`src/rtl/mem_arbiter_pkg.sv`:
```
`default_nettype none
// ============================================================================
//  Module      : mem_arbiter_pkg
//  Description : Shared constants for the two-requester memory arbiter.
//                Port 0 is instruction fetch, port 1 is data load/store.
//  Revision    : 1.0 - initial release
// ============================================================================
package mem_arbiter_pkg;

    // Default memory geometry of the accumulator datapath
    localparam int DATA_WIDTH = 16;
    localparam int ADDR_WIDTH = 10;

    // Requester indices, usable directly as bit positions in req/gnt vectors
    localparam logic PORT_FETCH = 1'b0;
    localparam logic PORT_DATA  = 1'b1;

    // Kind of access a requester presents
    typedef enum logic {
        OP_READ  = 1'b0,
        OP_WRITE = 1'b1
    } op_e;

    // Index of the granted port; only meaningful when exactly one gnt is high
    function automatic logic granted_port(input logic [1:0] gnt);
        return gnt[PORT_DATA];
    endfunction

endpackage
`default_nettype wire

```
`src/rtl/mem_arbiter_if.sv`:
```
`default_nettype none
// ============================================================================
//  Module      : mem_arbiter_if
//  Description : Bundles both requester handshakes and the memory-side bus.
//                slave  = the arbiter's view, master = requesters + memory.
//  Revision    : 1.0 - initial release
// ============================================================================
interface mem_arbiter_if
    import mem_arbiter_pkg::*;
#(
    parameter int DATA_WIDTH = mem_arbiter_pkg::DATA_WIDTH,
    parameter int ADDR_WIDTH = mem_arbiter_pkg::ADDR_WIDTH
);

    // Requester 0 (instruction fetch)
    logic                  req0;
    logic                  we0;
    logic [ADDR_WIDTH-1:0] addr0;
    logic [DATA_WIDTH-1:0] wdata0;
    logic                  gnt0;
    logic                  rvalid0;
    logic [DATA_WIDTH-1:0] rdata0;

    // Requester 1 (data load/store)
    logic                  req1;
    logic                  we1;
    logic [ADDR_WIDTH-1:0] addr1;
    logic [DATA_WIDTH-1:0] wdata1;
    logic                  gnt1;
    logic                  rvalid1;
    logic [DATA_WIDTH-1:0] rdata1;

    // Memory side
    logic [ADDR_WIDTH-1:0] mem_addr;
    logic [DATA_WIDTH-1:0] mem_data;
    logic                  mem_we;
    logic [DATA_WIDTH-1:0] mem_q;

    modport slave (
        input  req0, we0, addr0, wdata0,
        input  req1, we1, addr1, wdata1,
        input  mem_q,
        output gnt0, rvalid0, rdata0,
        output gnt1, rvalid1, rdata1,
        output mem_addr, mem_data, mem_we
    );

    modport master (
        output req0, we0, addr0, wdata0,
        output req1, we1, addr1, wdata1,
        output mem_q,
        input  gnt0, rvalid0, rdata0,
        input  gnt1, rvalid1, rdata1,
        input  mem_addr, mem_data, mem_we
    );

endinterface
`default_nettype wire

```
`src/rtl/mem_arbiter_rr_arb2.sv`:
```
`default_nettype none
// ============================================================================
//  Module      : rr_arb2
//  Description : Two-way round-robin grant logic. Grant is combinational from
//                req and the last-grant pointer; the pointer moves only when a
//                grant is actually taken (accept).
//  Revision    : 1.0 - initial release
// ============================================================================
module rr_arb2
    import mem_arbiter_pkg::*;
(
    input  wire logic       clk,
    input  wire logic       reset,
    input  wire logic [1:0] req,
    input  wire logic       accept,
    output logic      [1:0] gnt
);

    // Port that won the most recent accepted transfer; reset to the data port
    // so that the fetch port wins the first tie.
    logic r_last;

    // Grant: a lone requester wins outright, a tie goes to the port not last
    // served; nothing is granted while reset is held.
    always_comb begin
        gnt = 2'b00;
        if (!reset) begin
            case (req)
                2'b01:   gnt = 2'b01;
                2'b10:   gnt = 2'b10;
                2'b11:   gnt = (r_last == PORT_DATA) ? 2'b01 : 2'b10;
                default: gnt = 2'b00;
            endcase
        end
    end

    // Pointer update on each accepted transfer
    always_ff @(posedge clk) begin
        if (reset) begin
            r_last <= PORT_DATA;
        end else if (accept) begin
            r_last <= granted_port(gnt);
        end
    end

endmodule
`default_nettype wire

```
`src/rtl/mem_arbiter.sv`:
```
`default_nettype none
// ============================================================================
//  Module      : mem_arbiter
//  Description : Shares one single-port synchronous memory (registered read)
//                between instruction fetch (port 0) and data (port 1).
//                Round-robin grant, 1-cycle read response routed back to the
//                port that issued it.
//  Revision    : 1.0 - initial release
// ============================================================================
module mem_arbiter
#(
    parameter int DATA_WIDTH = 16,
    parameter int ADDR_WIDTH = 10
)(
    input  wire logic     clk,
    input  wire logic     reset,
    mem_arbiter_if.slave  bus
);

    import mem_arbiter_pkg::*;

    logic [1:0]            w_req;
    logic [1:0]            w_gnt;
    logic                  w_accept;
    logic                  w_sel;
    logic                  w_sel_we;
    logic                  w_rd_accept;
    logic                  w_rvalid0;
    logic                  w_rvalid1;

    logic                  r_rd_pend;
    logic                  r_rd_owner;
    logic [DATA_WIDTH-1:0] r_hold0;
    logic [DATA_WIDTH-1:0] r_hold1;

    assign w_req = {bus.req1, bus.req0};

    rr_arb2 u_rr_arb2 (
        .clk    (clk),
        .reset  (reset),
        .req    (w_req),
        .accept (w_accept),
        .gnt    (w_gnt)
    );

    // A transfer happens whenever a granted port is requesting
    assign w_accept = |(w_req & w_gnt);

    assign bus.gnt0 = w_gnt[PORT_FETCH];
    assign bus.gnt1 = w_gnt[PORT_DATA];

    // With no grant the select stays on port 0, giving a deterministic bus
    assign w_sel    = granted_port(w_gnt);
    assign w_sel_we = w_sel ? bus.we1 : bus.we0;

    assign bus.mem_addr = w_sel ? bus.addr1  : bus.addr0;
    assign bus.mem_data = w_sel ? bus.wdata1 : bus.wdata0;
    // Gated with reset explicitly so no write can slip through on a reset edge
    assign bus.mem_we   = w_accept & w_sel_we & ~reset;

    assign w_rd_accept = w_accept & ~w_sel_we;

    // Track the single outstanding read and which port it belongs to
    always_ff @(posedge clk) begin
        if (reset) begin
            r_rd_pend  <= 1'b0;
            r_rd_owner <= PORT_FETCH;
        end else begin
            r_rd_pend <= w_rd_accept;
            if (w_rd_accept) begin
                r_rd_owner <= w_sel;
            end
        end
    end

    // Response valid the cycle after a read accept; suppressed during reset
    // so a read in flight when reset arrives is never reported.
    assign w_rvalid0 = r_rd_pend & (r_rd_owner == PORT_FETCH) & ~reset;
    assign w_rvalid1 = r_rd_pend & (r_rd_owner == PORT_DATA)  & ~reset;

    assign bus.rvalid0 = w_rvalid0;
    assign bus.rvalid1 = w_rvalid1;

    // Capture the returned word so rdata keeps its value between responses
    always_ff @(posedge clk) begin
        if (reset) begin
            r_hold0 <= '0;
            r_hold1 <= '0;
        end else begin
            if (w_rvalid0) begin
                r_hold0 <= bus.mem_q;
            end
            if (w_rvalid1) begin
                r_hold1 <= bus.mem_q;
            end
        end
    end

    // Memory output passes straight through in the response cycle
    assign bus.rdata0 = w_rvalid0 ? bus.mem_q : r_hold0;
    assign bus.rdata1 = w_rvalid1 ? bus.mem_q : r_hold1;

endmodule
`default_nettype wire

```
`src/flat_wrapper.sv`:
```
// flat-port wrapper written by rule: the top's interface ports become plain ports
module mem_arbiter_flat import mem_arbiter_pkg::*;
#(
    parameter int DATA_WIDTH = 16,
    parameter int ADDR_WIDTH = 10
)
  (clk, reset, bus_req0, bus_we0, bus_addr0, bus_wdata0, bus_req1, bus_we1, bus_addr1, bus_wdata1, bus_mem_q, bus_gnt0, bus_rvalid0, bus_rdata0, bus_gnt1, bus_rvalid1, bus_rdata1, bus_mem_addr, bus_mem_data, bus_mem_we);
  mem_arbiter_if #(.DATA_WIDTH(DATA_WIDTH), .ADDR_WIDTH(ADDR_WIDTH)) bus_i ();
  input  wire logic clk;
  input  wire logic reset;
  input wire logic [$bits(bus_i.req0)-1:0] bus_req0;
  input wire logic [$bits(bus_i.we0)-1:0] bus_we0;
  input wire logic [$bits(bus_i.addr0)-1:0] bus_addr0;
  input wire logic [$bits(bus_i.wdata0)-1:0] bus_wdata0;
  input wire logic [$bits(bus_i.req1)-1:0] bus_req1;
  input wire logic [$bits(bus_i.we1)-1:0] bus_we1;
  input wire logic [$bits(bus_i.addr1)-1:0] bus_addr1;
  input wire logic [$bits(bus_i.wdata1)-1:0] bus_wdata1;
  input wire logic [$bits(bus_i.mem_q)-1:0] bus_mem_q;
  output wire logic [$bits(bus_i.gnt0)-1:0] bus_gnt0;
  output wire logic [$bits(bus_i.rvalid0)-1:0] bus_rvalid0;
  output wire logic [$bits(bus_i.rdata0)-1:0] bus_rdata0;
  output wire logic [$bits(bus_i.gnt1)-1:0] bus_gnt1;
  output wire logic [$bits(bus_i.rvalid1)-1:0] bus_rvalid1;
  output wire logic [$bits(bus_i.rdata1)-1:0] bus_rdata1;
  output wire logic [$bits(bus_i.mem_addr)-1:0] bus_mem_addr;
  output wire logic [$bits(bus_i.mem_data)-1:0] bus_mem_data;
  output wire logic [$bits(bus_i.mem_we)-1:0] bus_mem_we;
  assign bus_i.req0 = bus_req0;
  assign bus_i.we0 = bus_we0;
  assign bus_i.addr0 = bus_addr0;
  assign bus_i.wdata0 = bus_wdata0;
  assign bus_i.req1 = bus_req1;
  assign bus_i.we1 = bus_we1;
  assign bus_i.addr1 = bus_addr1;
  assign bus_i.wdata1 = bus_wdata1;
  assign bus_i.mem_q = bus_mem_q;
  assign bus_gnt0 = bus_i.gnt0;
  assign bus_rvalid0 = bus_i.rvalid0;
  assign bus_rdata0 = bus_i.rdata0;
  assign bus_gnt1 = bus_i.gnt1;
  assign bus_rvalid1 = bus_i.rvalid1;
  assign bus_rdata1 = bus_i.rdata1;
  assign bus_mem_addr = bus_i.mem_addr;
  assign bus_mem_data = bus_i.mem_data;
  assign bus_mem_we = bus_i.mem_we;
  mem_arbiter #(.DATA_WIDTH(DATA_WIDTH), .ADDR_WIDTH(ADDR_WIDTH)) u_core (.clk(clk), .reset(reset), .bus(bus_i));
endmodule
```
`config.mk`:
```
export PLATFORM = sky130hd
export DESIGN_NAME = mem_arbiter_flat
export DESIGN_NICKNAME = d
export VERILOG_FILES = /design/src/rtl/mem_arbiter_pkg.sv /design/src/rtl/mem_arbiter_if.sv /design/src/rtl/mem_arbiter_rr_arb2.sv /design/src/rtl/mem_arbiter.sv /design/src/flat_wrapper.sv
export SDC_FILE = /design/constraint.sdc
export NUM_CORES = 1
export LEC_CHECK = 0
export BUFFER_PORTS_ARGS = -buffer_cell sky130_fd_sc_hd__buf_2
export CAP_MARGIN = 40
export CORE_AREA = 8 8 85 87
export DETAILED_ROUTE_END_ITERATION = 6
export DIE_AREA = 0 0 93 95
export GPL_ROUTABILITY_DRIVEN = 0
export PLACE_DENSITY = 0.7
export REMOVE_ABC_BUFFERS = 1
export SLEW_MARGIN = 20
export SYNTH_ARGS = -nofsm -noshare
export SYNTH_HDL_FRONTEND = slang
export SYNTH_HIERARCHICAL = 1
export SYNTH_SLANG_ARGS = --single-unit
```
`constraint.sdc`:
```
create_clock -name clk -period 2 [get_ports clk]
set_input_delay 0.4 -clock clk [delete_from_list [all_inputs] [get_ports clk]]
set_output_delay 0.4 -clock clk [all_outputs]
set_load 0.02 [all_outputs]
```
[After elaboration in Yosys (flattened, before gate mapping)]
Cells that the tools add are included.
Word-level totals
  output and inout port bits: 63
  bits in registers: 35
  input bits: 74
Cells by class
  bitwise logic cells: 11
  muxes and demuxes: 8
  eq/ne operators: 3
  reduce and logical (&&, ||, !) cells: 1
Operator list (number)
  16-bit 2-to-1 mux: 3
  10-bit 2-to-1 mux: 1
  1-bit AND: 7
  2-bit case mux with 3 select lines: 1
  2-bit == test, second input constant: 2
  2-bit 2-to-1 mux: 2
  1-bit NOT: 3
  2-bit AND: 1
  2-bit by 1-bit == test with 1-bit output, second input constant: 1
  2-bit OR reduction: 1
  1-bit 2-to-1 mux: 1

[Longest topological paths before layout]
  word-level depth: 7
  mapped depth: 6
  depth with buffers taken out: 5

[Hierarchy]
The synthesis kept the hierarchy.
Modules (own cells, without submodules)
  mem_arbiter: sequential area each 680.7 µm², times used 1, area an instance 2198.4 µm², cells each 203
  rr_arb2: sequential area each 20.0 µm², times used 1, area an instance 62.6 µm², cells each 8

[Worst setup path after synthesis]
No wires, ideal clock.
  path kind: in2out
  start: input port bus_req0
  end: output port bus_mem_we
  stages on the path: 5
  buffers on the path: 1
  path slack: -0.045 ns
  arrival time: 1.645 ns
  cell sequence: nand2_1 > and3_1 > buf_1 > nand3b_1 > o2bb2ai_1
On the way
  cells in the longest elaborated chain, start to end: 7
  elaborated cells between the ends (all ways): 10
  those cells by class: eq/ne (3); mux (3); bitwise (3); reduce/logical (1)
Ends and longest elaborated chain
  from (decl): RTL line flat_wrapper.sv:11  | input wire logic [$bits(bus_i.req0)-1:0] bus_req0;
  2-bit == test or 2-bit by 1-bit == test with 1-bit output (tied branches): RTL line mem_arbiter_rr_arb2.sv:28  | case (req)
  2-bit case mux with 3 select lines *: RTL line mem_arbiter_rr_arb2.sv:28
  2-bit 2-to-1 mux *: RTL line mem_arbiter_rr_arb2.sv:27  | if (!reset) begin
  net bus_gnt1: RTL line flat_wrapper.sv:23  | output wire logic [$bits(bus_i.gnt1)-1:0] bus_gnt1;
  2-bit AND: RTL line mem_arbiter.sv:47  | assign w_accept = |(w_req & w_gnt);
  2-bit OR reduction: RTL line mem_arbiter.sv:47
  1-bit AND * (2 in series): RTL line mem_arbiter.sv:59  | assign bus.mem_we = w_accept & w_sel_we & ~reset;
  to (decl): RTL line flat_wrapper.sv:28  | output wire logic [$bits(bus_i.mem_we)-1:0] bus_mem_we;
Mark *: on every way through the listed nets, which the timed path passes. The rest lies on a longest branch.

[Worst setup path in the final report]
  start: register u_core.r_rd_pend
  end: output port bus_rdata0[3]
On the way
  cells in the longest elaborated chain, start to end: 3
Ends and longest elaborated chain
  from (decl): RTL line mem_arbiter.sv:31  | logic r_rd_pend;
  from (signal assigned): RTL line mem_arbiter.sv:69  | r_rd_pend <= w_rd_accept;
  1-bit AND (2 in series): RTL line mem_arbiter.sv:78  | assign w_rvalid0 = r_rd_pend & (r_rd_owner == PORT_FETCH) & ~reset;
  16-bit 2-to-1 mux: RTL line mem_arbiter.sv:100  | assign bus.rdata0 = w_rvalid0 ? bus.mem_q : r_hold0;
  to (decl): RTL line flat_wrapper.sv:22  | output wire logic [$bits(bus_i.rdata0)-1:0] bus_rdata0;
No other way between the ends.

==> impl_metrics.json <==
{
  "clk_pin_slew_ps": 70,
  "synth.distinct_cells": 27,
  "yosysWarningCount": 6,
  "drtIter0Drc": 51,
  "grtUsageMet2": 0.291,
  "gr-total-overflow": 0,
  "cp_slowest_cell": "or3b_4",
  "endpoint_kind": "output pin",
  "ys_seq_area_frac": 0.310,
  "die_w_um": 93,
  "antenna_cells": 0,
  "io_buffers": 136,
  "final_antenna_net_count": 0,
  "gr-usage-met1": 0.162,
  "core_um2": 5820,
  "place_hpwl_um": 5560,
  "grt_max_degree": 33,
  "hold_violations": 0,
  "synth_cells": 211,
  "avgSynthCellArea_um2": 10.7,
  "post-route-period-util": 1.04,
  "slew_headroom": 0.776,
  "synth_area_leaders": "dfxtp_1, mux2_2, mux2i_1",
  "max_stage_delay_ps": 440,
  "synth_area_leader_cell": "dfxtp_1",
  "area_growth_pct": 74.2,
  "ys.flop_type": "dfxtp_1",
  "critPathBufInv": 2,
  "preCtsSetupSlack_ps": -85.7,
  "vias_per_cell": 4.84,
  "dr.pass1.iters": 4,
  "num-nets-final": 450,
  "maxCapViolations": 0,
  "synthArstFlopShare": 0,
  "status": "finished with violations",
  "violations": "negative setup slack",
  "wl_um": 8240,
  "drv_slew": 0,
  "htree_levels": 2,
  "synth-edff-count": 0,
  "drcViolationCount": 0,
  "clockBufferDepth": 2,
  "crit_type": "reg -> out",
  "setup_ws_ps": -87.4,
  "grtUsageTotal": 0.158,
  "clk_latency_ps": 280,
  "rows": 28,
  "netlist_area_um2": 2260,
  "hold_path.class": "in -> reg",
  "dieHeight_um": 95,
  "vdd_drop_max_mv": 0.278,
  "start_kind": "flop",
  "numCtsBuffers": 5,
  "use_met3": 0.0730,
  "cts-root-buf": "clkbuf_8",
  "critical_path.top_delay_family": "simple AND/OR/NAND/NOR gates",
  "fin_skew_ps": 7.78,
  "postCtsHoldBufs": 0,
  "netlist.area_leader.share": 0.310,
  "grt_first_pass_wirelength_um": 11200,
  "synth_common_cells": "mux2_2, dfxtp_1, nand2b_1",
  "fin_hold_ws_ps": 395,
  "cp_data_arrival_time_ps": 1690,
  "ys_ff_latch": 35,
  "path_cells": "or3b_4, clkbuf_16, mux2_4, buf_6",
  "initial_core_util": 0.389,
  "busiest_layer": "met2",
  "worstMarginPinSlew_ps": 327,
  "die-area_um2": 8840,
  "crit_fanout": 7,
  "rsz0062_at_grt": "true",
  "finalSetupViolations": 28,
  "cts_tree": "done",
  "grt_pass1_vias": 2351,
  "wire_per_inst_um": 18.2,
  "max_freq_mhz": 479,
  "power_leakage_nw": 2.23,
  "finalPower_mw": 1.81,
  "min_period_ps": 2090,
  "pin_count": 137,
  "antenna_found_initial": 0,
  "drive_above_1_share": 0.663,
  "cp.required_ps": 1600,
  "cts_sinks": 35,
  "synth_most_common_cell": "mux2_2",
  "vias": 2187,
  "power_density_nw_per_um2": 459
}
## final cells by class
| cell class | count | area [µm²] |
|---|---|---|
| multi-input combinational | 141 | 1510 |
| clock buffer | 7 | 96.3 |
| inverter | 21 | 78.8 |
| fill | 473 | 1880 |
| clock inverter | 1 | 7.51 |
| sequential | 35 | 704 |
| tap | 75 | 93.8 |
| timing repair buffer | 172 | 1440 |
## final timing paths
path	depth (start not counted)	start	slack [ps]	end
max	4	u_core/r_rd_pend$_SDFF_PP0_	-90	bus_rdata0[3]
min	3	bus_mem_q[5]	390	u_core/r_hold0[5]$_SDFF_PP0_
max reg2reg	6	u_core/r_rd_pend$_SDFF_PP0_	390	u_core/r_hold0[7]$_SDFF_PP0_
min reg2reg	2	u_core/r_hold1[2]$_SDFF_PP0_	470	u_core/r_hold1[2]$_SDFF_PP0_
## state kept, by name, summed over array words and instances, names as in the netlist
register and count:
u_core/r_rd_owner 1, u_core/r_hold1 16, u_core/u_rr_arb2/r_last 1, u_core/r_rd_pend 1, u_core/r_hold0 16
## through the flow
stage / cell area [µm²] / cells / setup TNS (ps) / utilization
after floorplan: 2160 / 197 / -12240 / -
after global placement: 3130 / 428 / -796 / 0.539
after detailed placement: 3130 / 428 / -1230 / 0.539
after CTS: 3410 / 443 / -1810 / 0.587
after global routing: 3940 / 452 / -3030 / 0.677
final: 3940 / 452 / -1470 / 0.677
## worst register-to-register path: cells and delay by family (launching register included)
kind                   cells  cell delay, ps
muxes                      1             110
buffers and inverters      4             610
and+or+nand+nor            1             440
DFF                        1             330
## power breakdown
group          switching (mW)  internal (mW)
combinational           0.225          0.296
sequential            0.00606          0.707
clock                   0.259          0.313
total                   0.490           1.32
## layout by cell type, fill, tap and decap left out, drive strengths merged
master / synthesis / layout
nor2b: 1 / 1
nand2b: 34 / 34
or3b: 2 / 2
mux2: 58 / 58
and3: 2 / 2
a21oi: 1 / 1
buf: 10 / 168
nand3b: 2 / 2
a2111oi: 1 / 1
nand2: 1 / 1
a22o: 1 / 1
inv: 21 / 21
nor4bb: 2 / 2
dfxtp: 35 / 35
o2bb2ai: 2 / 2
a311o: 1 / 1
mux2i: 32 / 32
a211oi: 1 / 1
clkbuf: 4 / 11
clkinvlp: 0 / 1
## layer usage
metal,part of all wire,vias up
met2,0.51,107
met1,0.36,1022
met4,0.016,0
met5,0,-
met3,0.11,10
li1,-,1048
## cell families (layout without fill, tap and decap cells)
| family | Yosys count | count (layout) | synth area share |
|---|---|---|---|
| flip-flops | 35 | 35 | 0.310 |
| AND/OR/NAND/NOR | 44 | 44 | 0.133 |
| multiplexers | 90 | 90 | 0.452 |
| buffers and inverters | 35 | 201 | 0.0797 |
| AO/OA/AOI/OAI | 7 | 7 | 0.0255 |
## repair_timing
| item | in CTS | in global routing |
|---|---|---|
| gates resized for setup | 26 | 119 |
| pin swaps | 0 | 5 |
| endpoints found under the setup margin | 43 | 53 |
| buffers inserted | 5 | 5 |
| cloned | 2 | 4 |
Power figures use the tool's default switching activity.
